`src/rtl/stdout_uart_pkg.sv`:
```
// ---------------------------------------------------------------------------
// stdout_uart_pkg
// Shared definitions for the stdout UART: the transmitter state encoding and
// the 8N1 frame constants. Imported by stdout_uart.
// ---------------------------------------------------------------------------
package stdout_uart_pkg;

   // Transmitter states: idle line, start bit, eight data bits, stop bit
   typedef enum logic [1:0] {
      IDLE  = 2'd0,
      START = 2'd1,
      DATA  = 2'd2,
      STOP  = 2'd3
   } tx_state_t;

   // 8N1 framing
   localparam logic START_BIT  = 1'b0;
   localparam logic STOP_BIT   = 1'b1;
   localparam logic IDLE_LEVEL = 1'b1;
   localparam int   DATA_BITS  = 8;

endpackage

```
`src/rtl/sync_fifo.sv`:
```
// ---------------------------------------------------------------------------
// sync_fifo
// Single-clock FIFO with a power-of-two depth and a show-ahead read port
// (pop_data is always the head entry).
//
// Ports:
//   clk, reset  - clock, synchronous active-high reset (empties the FIFO)
//   push        - write push_data this cycle (ignored when full, unless a
//                 pop on the same edge frees the slot)
//   push_data   - byte to write
//   pop         - remove the head entry this cycle (ignored when empty)
//   pop_data    - current head entry
//   full, empty - occupancy flags
//   count       - current occupancy, 0..DEPTH
// ---------------------------------------------------------------------------
module sync_fifo #(
   parameter int WIDTH = 8,
   parameter int DEPTH = 16
) (
   input  logic                       clk,
   input  logic                       reset,
   input  logic                       push,
   input  logic [WIDTH-1:0]           push_data,
   input  logic                       pop,
   output logic [WIDTH-1:0]           pop_data,
   output logic                       full,
   output logic                       empty,
   output logic [$clog2(DEPTH):0]     count
);

   localparam int AW = $clog2(DEPTH);
   localparam logic [AW:0] FULL_COUNT = (AW+1)'(DEPTH);
   localparam logic [AW:0] ONE        = (AW+1)'(1);

   logic [WIDTH-1:0] mem [DEPTH];
   logic [AW-1:0]    wr_ptr;
   logic [AW-1:0]    rd_ptr;
   logic [AW:0]      count_q;
   logic             do_push;
   logic             do_pop;

   // A pop on the same edge frees a slot, so a push into a full FIFO is still
   // accepted when it coincides with a pop.
   assign do_pop  = pop && !empty;
   assign do_push = push && (!full || do_pop);

   assign full     = (count_q == FULL_COUNT);
   assign empty    = (count_q == '0);
   assign count    = count_q;
   assign pop_data = mem[rd_ptr];

   // Storage array; no reset needed since occupancy is tracked separately
   always_ff @(posedge clk) begin
      if (do_push)
         mem[wr_ptr] <= push_data;
   end

   // Pointers wrap naturally because DEPTH is a power of two
   always_ff @(posedge clk) begin
      if (reset) begin
         wr_ptr  <= '0;
         rd_ptr  <= '0;
         count_q <= '0;
      end else begin
         if (do_push)
            wr_ptr <= wr_ptr + 1'b1;
         if (do_pop)
            rd_ptr <= rd_ptr + 1'b1;
         if (do_push && !do_pop)
            count_q <= count_q + ONE;
         else if (do_pop && !do_push)
            count_q <= count_q - ONE;
      end
   end

endmodule

```
`src/rtl/stdout_uart.sv`:
```
// ---------------------------------------------------------------------------
// stdout_uart
// Turns the processor's byte-output strobe into an 8N1 serial stream. Each
// rising edge of stdout_en queues one byte in a FIFO; the transmitter drains
// the FIFO one frame at a time.
//
// Ports:
//   clk, reset  - clock, synchronous active-high reset
//   stdout      - byte from the processor
//   stdout_en   - byte-valid strobe (may stay high while the CPU is halted)
//   txd         - serial line, idle high, registered
//   cpu_hold    - registered; asks the processor to stop outputting when the
//                 FIFO is nearly full
//   busy        - FIFO non-empty or a frame in flight
//   overflow    - sticky: a byte was dropped on a full FIFO
//   fifo_count  - current FIFO occupancy
// ---------------------------------------------------------------------------
module stdout_uart
   import stdout_uart_pkg::*;
#(
   parameter int CLKS_PER_BIT = 104,
   parameter int FIFO_DEPTH   = 16
) (
   input  logic                          clk,
   input  logic                          reset,
   input  logic [7:0]                    stdout,
   input  logic                          stdout_en,
   output logic                          txd,
   output logic                          cpu_hold,
   output logic                          busy,
   output logic                          overflow,
   output logic [$clog2(FIFO_DEPTH):0]   fifo_count
);

   localparam int CW     = $clog2(FIFO_DEPTH) + 1;
   localparam int BAUD_W = $clog2(CLKS_PER_BIT);
   localparam logic [BAUD_W-1:0] BAUD_LAST  = BAUD_W'(CLKS_PER_BIT - 1);
   localparam logic [CW-1:0]     HOLD_LEVEL = CW'(FIFO_DEPTH - 2);
   localparam logic [CW-1:0]     CNT_ONE    = CW'(1);
   localparam logic [2:0]        LAST_BIT   = 3'(DATA_BITS - 1);

   tx_state_t         state;
   tx_state_t         state_next;
   logic [BAUD_W-1:0] baud_cnt;
   logic [2:0]        bit_idx;
   logic [7:0]        data_reg;
   logic              bit_done;
   logic              txd_next;
   logic              txd_q;

   logic              en_q;
   logic              armed;
   logic              accept;
   logic              do_push;
   logic              do_pop;
   logic              drop;
   logic              fifo_full;
   logic              fifo_empty;
   logic [7:0]        fifo_head;
   logic [CW-1:0]     count_next;
   logic              cpu_hold_q;
   logic              overflow_q;

   // Edge detect on stdout_en. 'armed' only sets once stdout_en has been seen
   // low after reset, so a strobe already high at reset release is ignored
   // until it drops and rises again.
   always_ff @(posedge clk) begin
      if (reset) begin
         en_q  <= 1'b0;
         armed <= 1'b0;
      end else begin
         en_q  <= stdout_en;
         armed <= armed | ~stdout_en;
      end
   end

   assign accept  = stdout_en && !en_q && armed;
   assign do_pop  = (state == IDLE) && !fifo_empty;
   assign do_push = accept && (!fifo_full || do_pop);
   assign drop    = accept && fifo_full && !do_pop;

   sync_fifo #(
      .WIDTH (8),
      .DEPTH (FIFO_DEPTH)
   ) u_fifo (
      .clk       (clk),
      .reset     (reset),
      .push      (do_push),
      .push_data (stdout),
      .pop       (do_pop),
      .pop_data  (fifo_head),
      .full      (fifo_full),
      .empty     (fifo_empty),
      .count     (fifo_count)
   );

   // Occupancy after this edge, so the registered cpu_hold lines up with
   // fifo_count rather than trailing it by a cycle
   always_comb begin
      count_next = fifo_count;
      if (do_push && !do_pop)
         count_next = fifo_count + CNT_ONE;
      else if (do_pop && !do_push)
         count_next = fifo_count - CNT_ONE;
   end

   // Status flags
   always_ff @(posedge clk) begin
      if (reset) begin
         cpu_hold_q <= 1'b0;
         overflow_q <= 1'b0;
      end else begin
         cpu_hold_q <= (count_next >= HOLD_LEVEL);
         overflow_q <= overflow_q | drop;
      end
   end

   assign bit_done = (baud_cnt == BAUD_LAST);

   // Transmitter state register
   always_ff @(posedge clk) begin
      if (reset)
         state <= IDLE;
      else
         state <= state_next;
   end

   // Transmitter next-state logic; every non-idle transition happens at the
   // end of a full bit period
   always_comb begin
      state_next = state;
      case (state)
         IDLE:    if (!fifo_empty) state_next = START;
         START:   if (bit_done) state_next = DATA;
         DATA:    if (bit_done && (bit_idx == LAST_BIT)) state_next = STOP;
         STOP:    if (bit_done) state_next = IDLE;
         default: state_next = IDLE;
      endcase
   end

   // Transmitter output logic: line level implied by the current state
   always_comb begin
      txd_next = IDLE_LEVEL;
      case (state)
         IDLE:    txd_next = IDLE_LEVEL;
         START:   txd_next = START_BIT;
         DATA:    txd_next = data_reg[bit_idx];
         STOP:    txd_next = STOP_BIT;
         default: txd_next = IDLE_LEVEL;
      endcase
   end

   // Baud counter, bit index and data holding register. The counter restarts
   // at every bit boundary, which is also the only point a state can change.
   always_ff @(posedge clk) begin
      if (reset) begin
         baud_cnt <= '0;
         bit_idx  <= '0;
         data_reg <= '0;
         txd_q    <= IDLE_LEVEL;
      end else begin
         txd_q <= txd_next;
         if ((state == IDLE) || bit_done)
            baud_cnt <= '0;
         else
            baud_cnt <= baud_cnt + 1'b1;
         if (state == START)
            bit_idx <= '0;
         else if ((state == DATA) && bit_done)
            bit_idx <= bit_idx + 1'b1;
         if (do_pop)
            data_reg <= fifo_head;
      end
   end

   assign txd      = txd_q;
   assign cpu_hold = cpu_hold_q;
   assign overflow = overflow_q;
   assign busy     = (fifo_count != '0) || (state != IDLE);

endmodule

```
`config.mk`:
```
export PLATFORM = sky130hd
export DESIGN_NAME = stdout_uart
export DESIGN_NICKNAME = d
export VERILOG_FILES = /design/src/rtl/stdout_uart_pkg.sv /design/src/rtl/sync_fifo.sv /design/src/rtl/stdout_uart.sv
export SDC_FILE = /design/constraint.sdc
export NUM_CORES = 1
export LEC_CHECK = 0
export ABC_CLOCK_PERIOD_IN_PS = 3000
export BUFFER_PORTS_ARGS = -buffer_cell sky130_fd_sc_hd__clkbuf_2
export CORE_MARGIN = 2
export CORE_UTILIZATION = 25
export CTS_CLUSTER_SIZE = 30
export DETAILED_ROUTE_END_ITERATION = 7
export MAX_ROUTING_LAYER = met4
export PLACE_DENSITY = 0.5
export SYNTH_ARGS = -nofsm -noshare
export SYNTH_HDL_FRONTEND = slang
export SYNTH_SLANG_ARGS = --single-unit
```
`constraint.sdc`:
```
create_clock -name clk -period 3 [get_ports clk]
set_input_delay 0 -clock clk [delete_from_list [all_inputs] [get_ports clk]]
set_output_delay 0 -clock clk [all_outputs]
set_load 0.005 [all_outputs]
```
After elaboration in Yosys (flattened, before gate mapping)
Memories as Yosys holds them, arrays and structs flattened. A register that Yosys moved wholly into a read port is not among the register bits.
Index checks and enable logic that the tools add are counted.
- bitwise gates (word level): 3
- mux-type cells: 14
- multiply operators: 0
- reduce and logical (&&, ||, !) cells: 34
- add/subtract/negate cells: 6
- magnitude comparators: 2
- equal/unequal tests: 10
- shifts and indexed selects: 0
- divide/modulo/power cells: 0
- operators by type and width (operator ; number):
    $mux 5 ; 4
    $logic_and 1x1->1 ; 14
    $add 4x1->4 const B ; 2
    $mux 2 ; 4
    $ne 2x2->1 const B ; 4
    $pmux 2 s4 ; 1
    $add 7x1->7 const B ; 1
    $eq 7x7->1 const B ; 1
    $logic_not 1->1 ; 7
    $reduce_or 2->1 ; 3
    $add 5x1->5 const B ; 1
    $eq 5x5->1 const B ; 1
    $ge 5x4->1 const B ; 1
    $logic_not 5->1 ; 1
    $reduce_bool 5->1 ; 1
    $sub 5x1->5 const B ; 1
    $eq 2x2->1 const B ; 2
    $logic_or 1x1->1 ; 4
    $lt 3x4->1 const B ; 1
    $reduce_and 4->1 ; 1
    $reduce_bool 2->1 ; 2
    $add 3x1->3 const B ; 1
    $bmux 1 s3 ; 1
    $eq 3x3->1 const B ; 1
    other kinds (6) ; 9
- register bits: 30
- bits in latches: 0
- input port bits: 11
- bits in writable memories: 128
- output and inout port bits: 9
- ROM bits: 0
- memories kept: 1
- memory list (memory ; words ; width ; rd ports ; clocked after Yosys merged registers in ; write ports ; RTL line ; RTL):
    u_fifo.mem ; 16 ; 8 ; 1 ; 1 ; 1 ; sync_fifo.sv:35 ; logic [WIDTH-1:0] mem [DEPTH];

Longest topological paths before layout
Gate-level depths: netlist of run 1.
- word-level depth: 10
- gate-level depth with buffers: 11

By module
Synthesis of run 1 repeated with hierarchy kept, for this count alone.
- cell total of the unflattened synthesis: 459
- area total of the unflattened synthesis: 7128.1 um2
- modules (own cells, without submodules) (module ; instances ; sequential area each (um2) ; cells each ; area each (um2)):
    sync_fifo ; 1 ; 4184.0 ; 311 ; 5771.8
    stdout_uart ; 1 ; 500.5 ; 148 ; 1356.3

Worst setup path after synthesis of run 1
Ideal clock, no wire load.
- path kind: register to register
- from: register u_fifo.count_q[0] (netlist: u_fifo.count[0])
- to: register u_fifo.count_q[4] (netlist: u_fifo.count[4])
- setup time: 0.128 ns
- arrival time: 2.303 ns
- clock period less this slack: 2.431 ns
- cell stages (with the launch flop): 12
- slack: 0.569 ns
- cell sequence: dfxtp_1 -> inv_1 -> ha_1 -> or4b_1 -> buf_6 -> nand2_4 -> buf_6 -> ha_1 -> or4b_1 -> a21oi_1 -> xnor2_1 -> nor2_1
- cells in the longest elaborated chain, start to end: 9
- ends and longest elaborated chain (element ; RTL line ; RTL):
    start, declared ; sync_fifo.sv:38 ; logic [AW:0] count_q;
    start signal, assigned ; sync_fifo.sv:70 ; count_q <= count_q + ONE;
    start signal, assigned ; sync_fifo.sv:72 ; count_q <= count_q - ONE;
    parallel branches: the longest is 9 deep, another holds $sub 5x1->5 ; - ;
Several ways; the timed one is not identified. The select of a mux whose other input is x is not followed.
A chain may end at the register's enable or synchronous reset.

Worst setup path after layout of run 1
- from: register u_fifo.count_q[1] (netlist: u_fifo.count[1])
- to: register u_fifo.count_q[4] (netlist: u_fifo.count[4])
Same word-level chain as after synthesis.

==> results.rst, run 1 <==
.. list-table::
   :header-rows: 1

   * - Metric
     - Value
   * - Number of vias after detailed routing
     - 3,783
   * - Main flop type after synthesis
     - sky130_fd_sc_hd__edfxtp_1
   * - Sequential group share of total power
     - 0.432
   * - # DRC
     - 0
   * - Number of iterations in the first detailed-routing pass
     - 4
   * - Total number of clock tree sinks
     - about 170
   * - Category of the worst setup path launch point
     - register
   * - Setup repair after global routing missed its margin
     - false
   * - Final net count
     - 501
   * - Number of synthesized flops with an enable pin
     - 128
   * - Gate Count Post-Synth
     - 433
   * - Min Hold Slack
     - -5.850 ps
   * - Overflow after GRT
     - 0
   * - Critical path, cell by cell
     - inv_1 -> ha_1 -> or4b_1 -> nand2_4 -> ha_1 -> or4b_1 -> a21oi_1 -> xnor2_1 -> nor2_1
   * - Min-delay worst type
     - in2reg
   * - Vias in the first global route
     - 3,925
   * - Die Outline Area
     - 29,590 um2
   * - Most common cell in the netlist
     - sky130_fd_sc_hd__edfxtp_1
   * - Share of cells above drive strength 1
     - 0.2608
   * - Slowest cell on the critical path
     - sky130_fd_sc_hd__or4b_1
   * - Antenna diode count
     - 0
   * - Wire length of the first global-routing pass
     - ~22,000 um
   * - Die height
     - ~170 um
   * - Max-cap violations
     - 0
   * - Maximum resistive drop on vdd
     - 0.4201 mV
   * - Net switching component of the power
     - 1941 uW
   * - Share of power burned in combinational logic
     - 0.236
   * - Largest stage delay on the critical path
     - 480 ps
   * - Initial standard-cell utilization of the core
     - 0.2541
   * - Count of port buffers added during placement
     - 19
   * - Global router's overall resource usage
     - 0.1044
   * - Die W
     - 172.0 um
   * - Post-cts resize count
     - 0
   * - Register bit total from synthesis
     - 166
   * - Sum of routed wire length over all layers
     - around 14,000 um
   * - Highest clock frequency the design can meet
     - 371.1 MHz
   * - Most area-consuming cells after synthesis
     - sky130_fd_sc_hd__edfxtp_1, sky130_fd_sc_hd__mux4_2, sky130_fd_sc_hd__dfxtp_1
   * - Time the final worst path needs with I/O delays and setup
     - 2694 ps
   * - Area share of the largest cell type after synthesis
     - 0.5446
   * - Mean Syn Cell Area
     - 16.30 um2
   * - Type of the setup path with the least slack
     - reg2reg
   * - Pleak
     - 0.002706 uW
   * - Routability cong.
     - 0.8068
   * - Clock slew seen by the registers of the worst setup and hold paths
     - 70 ps
   * - Detail Placement HPWL
     - 9371 um
   * - Via density per instance
     - between 4 and 5
   * - Worst-Skew Late Latency
     - 430 ps
   * - Async set or reset register ratio after synthesis
     - 0
   * - Drt first-iter violations
     - 248
   * - Violations in the final reports
     - negative hold slack
   * - Internal power consumption
     - ~4400 uW
   * - Clock tree from TritonCTS
     - done
   * - Worst Path Arrival
     - ~3000 ps
   * - Fraction of power spent switching nets
     - 0.3057
   * - Maximum level of the CTS H-tree
     - 4
   * - Post-route setup TNS
     - 0 ps
   * - Required time reported for the critical path endpoint
     - 3280 ps
   * - Number of clock buffers inserted by TritonCTS
     - 17
   * - Clock root buffer
     - sky130_fd_sc_hd__clkbuf_16
   * - Final hold viol count
     - 9
   * - Growth of design area from synthesis to finish
     - 17.21%
   * - Largest net degree at the start of global routing
     - just over 40
   * - Setup clock skew after layout
     - 16.26 ps
   * - Routed wirelength normalized by instance count
     - ~16 um
   * - Post-route ant nets
     - 0
   * - Count of filler cells inserted in the layout
     - 2,758
   * - Commonest cells post-synth
     - sky130_fd_sc_hd__edfxtp_1, sky130_fd_sc_hd__dfxtp_1, sky130_fd_sc_hd__mux4_2, sky130_fd_sc_hd__nor2_1, sky130_fd_sc_hd__mux2i_1
   * - Top cell type by total area after synthesis
     - sky130_fd_sc_hd__edfxtp_1
   * - Floorplan Core Area
     - 27,780 um2
   * - Status
     - finished with violations
   * - Ys Warns
     - 0
   * - IO Count
     - 20
   * - FP Rows
     - 61
   * - Antenna violations before repair
     - 0
   * - Register-to-register setup slack
     - between 300 and 400 ps
   * - Clk pwr share
     - 0.332
   * - Buffer depth of the longest clock path
     - 2
   * - Register area share after synthesis
     - 0.6524
   * - Post-route fraction of the period consumed by the critical path
     - 0.8982
   * - Highest net fanout along the worst path
     - 14
   * - Post-synthesis instance area
     - 7058 um2
   * - Net count after synthesis
     - between 400 and 500
   * - Max FFs per register
     - 128
   * - Max Transition Viols Final
     - 0
   * - Category of the worst setup path capture point
     - register
   * - Relative slew margins
     - 0.4930
   * - Total power divided by cell area
     - 767.4 nW/um2
   * - Setup violations, final
     - 0
   * - Slew @ Worst Pin
     - 760.5 ps
   * - Distinct cell type count after synthesis
     - 51
stage by stage:
stage | utilization | cell area (um2) | power (uW) | setup slack [ps] | cells
CTS | 0.2978 | 8273 | 6436 | 302.7 | 865
detailed placement | 0.2757 | 7659 | 4309 | 325.5 | 830
floorplan | - | 7058 | 3998 | 568.8 | 433
global placement | 0.2757 | 7659 | 4273 | 349.6 | 830
finish | 0.2978 | 8273 | 6349 | 305.5 | 865
global route | 0.2978 | 8273 | 6688 | 49.28 | 865
timing repair:
item | 4_1_cts | 5_1_grt
endpoints found under the hold margin | 33 | 0
hold buffers | 3 | 0
setup buffers | 0 | 0
per-layer routing:
layer  vias to the layer above  track usage  wire, um
met2                        63       0.1702      7029
met1                      1929       0.1306      6458
li1                       1780            -         -
met3                        11      0.02609       471
met5                         -            -         0
met4                         0      0.02631       119
worst paths after layout:
kind / from / to / cells past startpoint
hold reg to reg: baud_cnt[0] / baud_cnt[0] / 1
hold / removal: stdout[4] / u_fifo.mem[7][4] / 1
setup / recovery: u_fifo.count[1] / u_fifo.count[4] / 9
setup reg to reg: u_fifo.count[1] / u_fifo.count[4] / 9
power by group through the flow:
| stage | Clock (uW) | Sequential [uW] | Combinational, uW |
|---|---|---|---|
| after floorplan | 0 | 2720 | 1280 |
| after global placement | 0 | 2780 | 1490 |
| after detailed placement | 0 | 2790 | 1520 |
| after CTS | 2170 | 2740 | 1530 |
| after global routing | 2260 | 2760 | 1670 |
| final | 2110 | 2740 | 1500 |
critical path, delay by kind of cell, from the launching register on:
family | cells | cell delay (ps)
AO/OA/AOI/OAI | 1 | 190
XOR/XNOR | 1 | 140
adder cells (fa/ha/maj) | 2 | 580
buffers and inverters | 1 | 110
flip-flops | 1 | 470
AND/OR/NAND/NOR | 4 | 1070
cell families after synthesis:
group / count (synthesis) / share of synthesized area
AO/OA/AOI/OAI: 42 / 0.05035
XOR/XNOR: 14 / 0.01737
adder cells (fa/ha/maj): 16 / 0.02836
buffers and inverters: 33 / 0.02712
flip-flops: 166 / 0.6524
multiplexers: 56 / 0.1399
AND/OR/NAND/NOR: 106 / 0.08456
cells in the final DEF, fill, tap and decap left out, types with 5 or more instances in the layout:
| master | netlist | final |
|---|---|---|
| sky130_fd_sc_hd__inv_1 | 10 | 10 |
| sky130_fd_sc_hd__clkbuf_16 | 0 | 17 |
| sky130_fd_sc_hd__xor2_1 | 9 | 9 |
| sky130_fd_sc_hd__ha_1 | 16 | 16 |
| sky130_fd_sc_hd__nand3_1 | 12 | 12 |
| sky130_fd_sc_hd__mux2i_1 | 21 | 21 |
| sky130_fd_sc_hd__o221ai_2 | 8 | 8 |
| sky130_fd_sc_hd__xnor2_1 | 5 | 5 |
| sky130_fd_sc_hd__nor2_1 | 34 | 34 |
| sky130_fd_sc_hd__nand2_1 | 7 | 7 |
| sky130_fd_sc_hd__mux4_2 | 34 | 34 |
| sky130_fd_sc_hd__dfxtp_1 | 38 | 37 |
| sky130_fd_sc_hd__nand3b_1 | 10 | 10 |
| sky130_fd_sc_hd__clkbuf_2 | 0 | 19 |
| sky130_fd_sc_hd__nor3_1 | 11 | 11 |
| sky130_fd_sc_hd__buf_4 | 6 | 22 |
| sky130_fd_sc_hd__o21ai_0 | 6 | 6 |
| sky130_fd_sc_hd__a21oi_1 | 11 | 11 |
| sky130_fd_sc_hd__edfxtp_1 | 128 | 128 |
layout make-up:
cell class                 instances  area [um2]  area share
sequential                       166        4606      0.5567
multi-input combinational        234        2262      0.2734
tap                              378       473.0     0.05717
clock buffer                      17       425.4     0.05142
timing repair buffer              45       310.3     0.03751
clock inverter                    15       158.9     0.01921
inverter                          10       37.54    0.004537
No activity file was read; power rests on OpenSTA's default activity.
==> run 2, diff against run 1 <==
CELL_PAD_IN_SITES_DETAIL_PLACEMENT = 2   (was not set)
CELL_PAD_IN_SITES_GLOBAL_PLACEMENT = 2   (was not set)
PLACE_DENSITY = 0.59   (was 0.5)
==> results.rst, run 2 (same netlist as run 1, synthesis figures left out) <==
.. list-table::
   :header-rows: 1

   * - Metric
     - Value
   * - Category of the worst setup path capture point
     - register
   * - Largest net degree at the start of global routing
     - 36 (-12%)
   * - Cell count after placement
     - 831 (+0.12%)
   * - Die W
     - 172.0 um (unchanged)
   * - Share of cells above drive strength 1
     - 0.2593 (-0.001521)
   * - Post-route ant nets
     - 0 (unchanged)
   * - Post-route setup TNS
     - 0 ps (unchanged)
   * - Overflow after GRT
     - 0 (unchanged)
   * - Min-delay worst type
     - in2reg
   * - Time the final worst path needs with I/O delays and setup
     - 2656 ps (-38.07 ps)
   * - Vias in the first global route
     - 4,289 (+9.3%)
   * - Highest clock frequency the design can meet
     - 376.4 MHz (+1.4%)
   * - Final net count
     - 500 (-0.20%)
   * - Worst Path Arrival
     - 2960 ps (-20 ps)
   * - # DRC
     - 0 (unchanged)
   * - Setup violations, final
     - 0 (unchanged)
   * - Final core utilization
     - 0.2972 (-0.0006300)
   * - Final hold viol count
     - 0 (-9)
   * - Clock slew seen by the registers of the worst setup and hold paths
     - 70 ps (about the same)
   * - Max Transition Viols Final
     - 0 (unchanged)
   * - Internal power consumption
     - 4563 uW (+3.5%)
   * - Net switching component of the power
     - 1988 uW (+2.5%)
   * - Pleak
     - 0.002694 uW (-0.45%)
   * - Buffer depth of the longest clock path
     - 2 (unchanged)
   * - Cell Count, Final, Fillers Out
     - 864 (-0.12%)
   * - Required time reported for the critical path endpoint
     - 3310 ps (+30 ps)
   * - Wire length of the first global-routing pass
     - 26,400 um (+18%)
   * - Setup repair after global routing missed its margin
     - false
   * - Relative slew margins
     - 0.6189 (+0.1259)
   * - Type of the setup path with the least slack
     - reg2reg
   * - Number of iterations in the first detailed-routing pass
     - 4 (unchanged)
   * - Antenna diode count
     - 0 (unchanged)
   * - Clock tree from TritonCTS
     - done
   * - Count of filler cells inserted in the layout
     - 2,920 (+5.9%)
   * - Final setup margin
     - 343.6 ps (+38.07 ps)
   * - Share of power burned in combinational logic
     - 0.245 (+0.009)
   * - Routed wirelength normalized by instance count
     - 19.49 um (+20%)
   * - Slew @ Worst Pin
     - 570.9 ps (-189.6 ps)
   * - Floorplan Core Area
     - 27,780 um2 (unchanged)
   * - Drt first-iter violations
     - 177 (-29%)
   * - Combined area of the multi-input logic cells
     - 2262 um2 (unchanged)
   * - Status
     - finished, final reports clean
   * - Worst r2r src
     - u_fifo.count[0]
   * - Count of port buffers added during placement
     - 19 (unchanged)
   * - Antenna violations before repair
     - 0 (unchanged)
   * - Max FFs per register
     - 128 (unchanged)
   * - Highest net fanout along the worst path
     - 14 (unchanged)
   * - Category of the worst setup path launch point
     - register
   * - Number of vias after detailed routing
     - 3,888 (+2.8%)
   * - Worst setup slack before clock tree synthesis
     - 345.3 ps (+19.72 ps)
   * - Maximum level of the CTS H-tree
     - 4 (unchanged)
   * - Total number of clock tree sinks
     - 166 (unchanged)
   * - Commonest non-fill, non-tap cell in the layout
     - sky130_fd_sc_hd__edfxtp_1
   * - Sum of routed wire length over all layers
     - 16,840 um (+20%)
   * - Die Outline Area
     - 29,590 um2 (unchanged)
   * - Post-cts resize count
     - 0 (unchanged)
   * - Sequential group share of total power
     - 0.420 (-0.012)
   * - Min Hold Slack
     - 22.32 ps (+28.17 ps)
   * - FP Rows
     - 61 (unchanged)
   * - Initial standard-cell utilization of the core
     - 0.2541 (unchanged)
   * - Hold wc startpoint
     - stdout[1]
   * - Via density per instance
     - 4.500 (+2.9%)
   * - Routability cong.
     - 0.7776 (-3.6%)
   * - Number of clock buffers inserted by TritonCTS
     - 17 (unchanged)
   * - Setup clock skew after layout
     - 22.78 ps (+6.526 ps)
   * - Max-cap violations
     - 0 (unchanged)
   * - Startpoint of the most critical setup path
     - u_fifo.count[0]
   * - Die height
     - 172.0 um (unchanged)
   * - Post-route fraction of the period consumed by the critical path
     - 0.8855 (-0.01269)
   * - Clk pwr share
     - 0.335 (+0.003)
   * - Fraction of power spent switching nets
     - 0.3035 (-0.002154)
   * - Worst-Skew Late Latency
     - 430 ps (about the same)
   * - Global router's overall resource usage
     - 0.1272 (+0.02281)
   * - Total power divided by cell area
     - 793.5 nW/um2 (+3.4%)
   * - IO Count
     - 20 (unchanged)
   * - FF/Latch Area
     - 4606 um2 (unchanged)
   * - Growth of design area from synthesis to finish
     - 16.97%
   * - Maximum resistive drop on vdd
     - 0.5911 mV (+41%)
   * - Clock root buffer
     - sky130_fd_sc_hd__clkbuf_16
   * - Detail Placement HPWL
     - 11,000 um (+17%)
   * - Commonest non-fill, non-tap cells in the layout
     - sky130_fd_sc_hd__edfxtp_1, sky130_fd_sc_hd__dfxtp_1, sky130_fd_sc_hd__nor2_1, sky130_fd_sc_hd__mux4_2, sky130_fd_sc_hd__buf_4
==> run 2: cell types whose count changed in the layout (fill, tap and decap cells not counted) <==
cell,previous run,this run
sky130_fd_sc_hd__buf_4,22,23
sky130_fd_sc_hd__bufinv_16,0,2
sky130_fd_sc_hd__clkbuf_1,0,2
sky130_fd_sc_hd__clkinv_2,1,3
sky130_fd_sc_hd__clkinv_4,2,1
sky130_fd_sc_hd__clkinv_8,3,0
sky130_fd_sc_hd__clkinvlp_4,1,3
sky130_fd_sc_hd__dlygate4sd3_1,3,1
sky130_fd_sc_hd__inv_6,4,2
sky130_fd_sc_hd__inv_8,4,2
==> run 2: worst max-delay path, stage by stage (launching register included) <==
cell	delay [ps]
sky130_fd_sc_hd__dfxtp_1	490
sky130_fd_sc_hd__inv_1	110
sky130_fd_sc_hd__ha_1	300
sky130_fd_sc_hd__or4b_1	280
sky130_fd_sc_hd__nand2_4	150
sky130_fd_sc_hd__ha_1	310
sky130_fd_sc_hd__or4b_1	490
sky130_fd_sc_hd__a21oi_1	210
sky130_fd_sc_hd__xnor2_1	150
sky130_fd_sc_hd__nor2_1	60
==> run 2: final timing paths <==
check                                          to  slack (ps)  cells after the start
worst min-delay path            u_fifo.mem[14][1]          20                      1
worst max register to register    u_fifo.count[4]         340                      9
worst min register to register        baud_cnt[0]         450                      1
worst max-delay path              u_fifo.count[4]         340                      9
==> run 2: layout make-up <==
| cell class | count | area share |
|---|---|---|
| sequential | 166 | 0.5579 |
| multi-input combinational | 234 | 0.2740 |
| tap | 378 | 0.05729 |
| clock buffer | 19 | 0.05244 |
| timing repair buffer | 44 | 0.03607 |
| clock inverter | 13 | 0.01773 |
| inverter | 10 | 0.004547 |
==> run 2: timing repair <==
item	CTS	global route
endpoints found under the hold margin	2	0
setup endpoints to repair	0	0
buffers inserted	0	0
hold buffers	1	0
==> run 2: metrics by stage <==
| stage | instance area (um2) | total power [uW] |
|---|---|---|
| final | 8255 | 6551 |
| after global routing | 8255 | 6890 |
| after detailed placement | 7666 | 4433 |
| after CTS | 8255 | 6650 |
| after floorplan | 7058 | 3998 |
| after global placement | 7666 | 4353 |
==> run 2: power by group through the flow <==
stage	Sequential, uW	Combinational, uW	Clock [uW]
after floorplan	2720	1280	0
after global placement	2780	1570	0
after detailed placement	2800	1630	0
after CTS	2750	1650	2250
after global routing	2770	1790	2340
final	2750	1610	2190
==> run 2: routing by layer <==
metal	vias to the layer above	share of wire	track usage
met1	2062	0.46	0.1579
li1	1771	-	-
met4	0	0.011	0.03800
met5	-	0	-
met3	10	0.024	0.02747
met2	45	0.50	0.2094
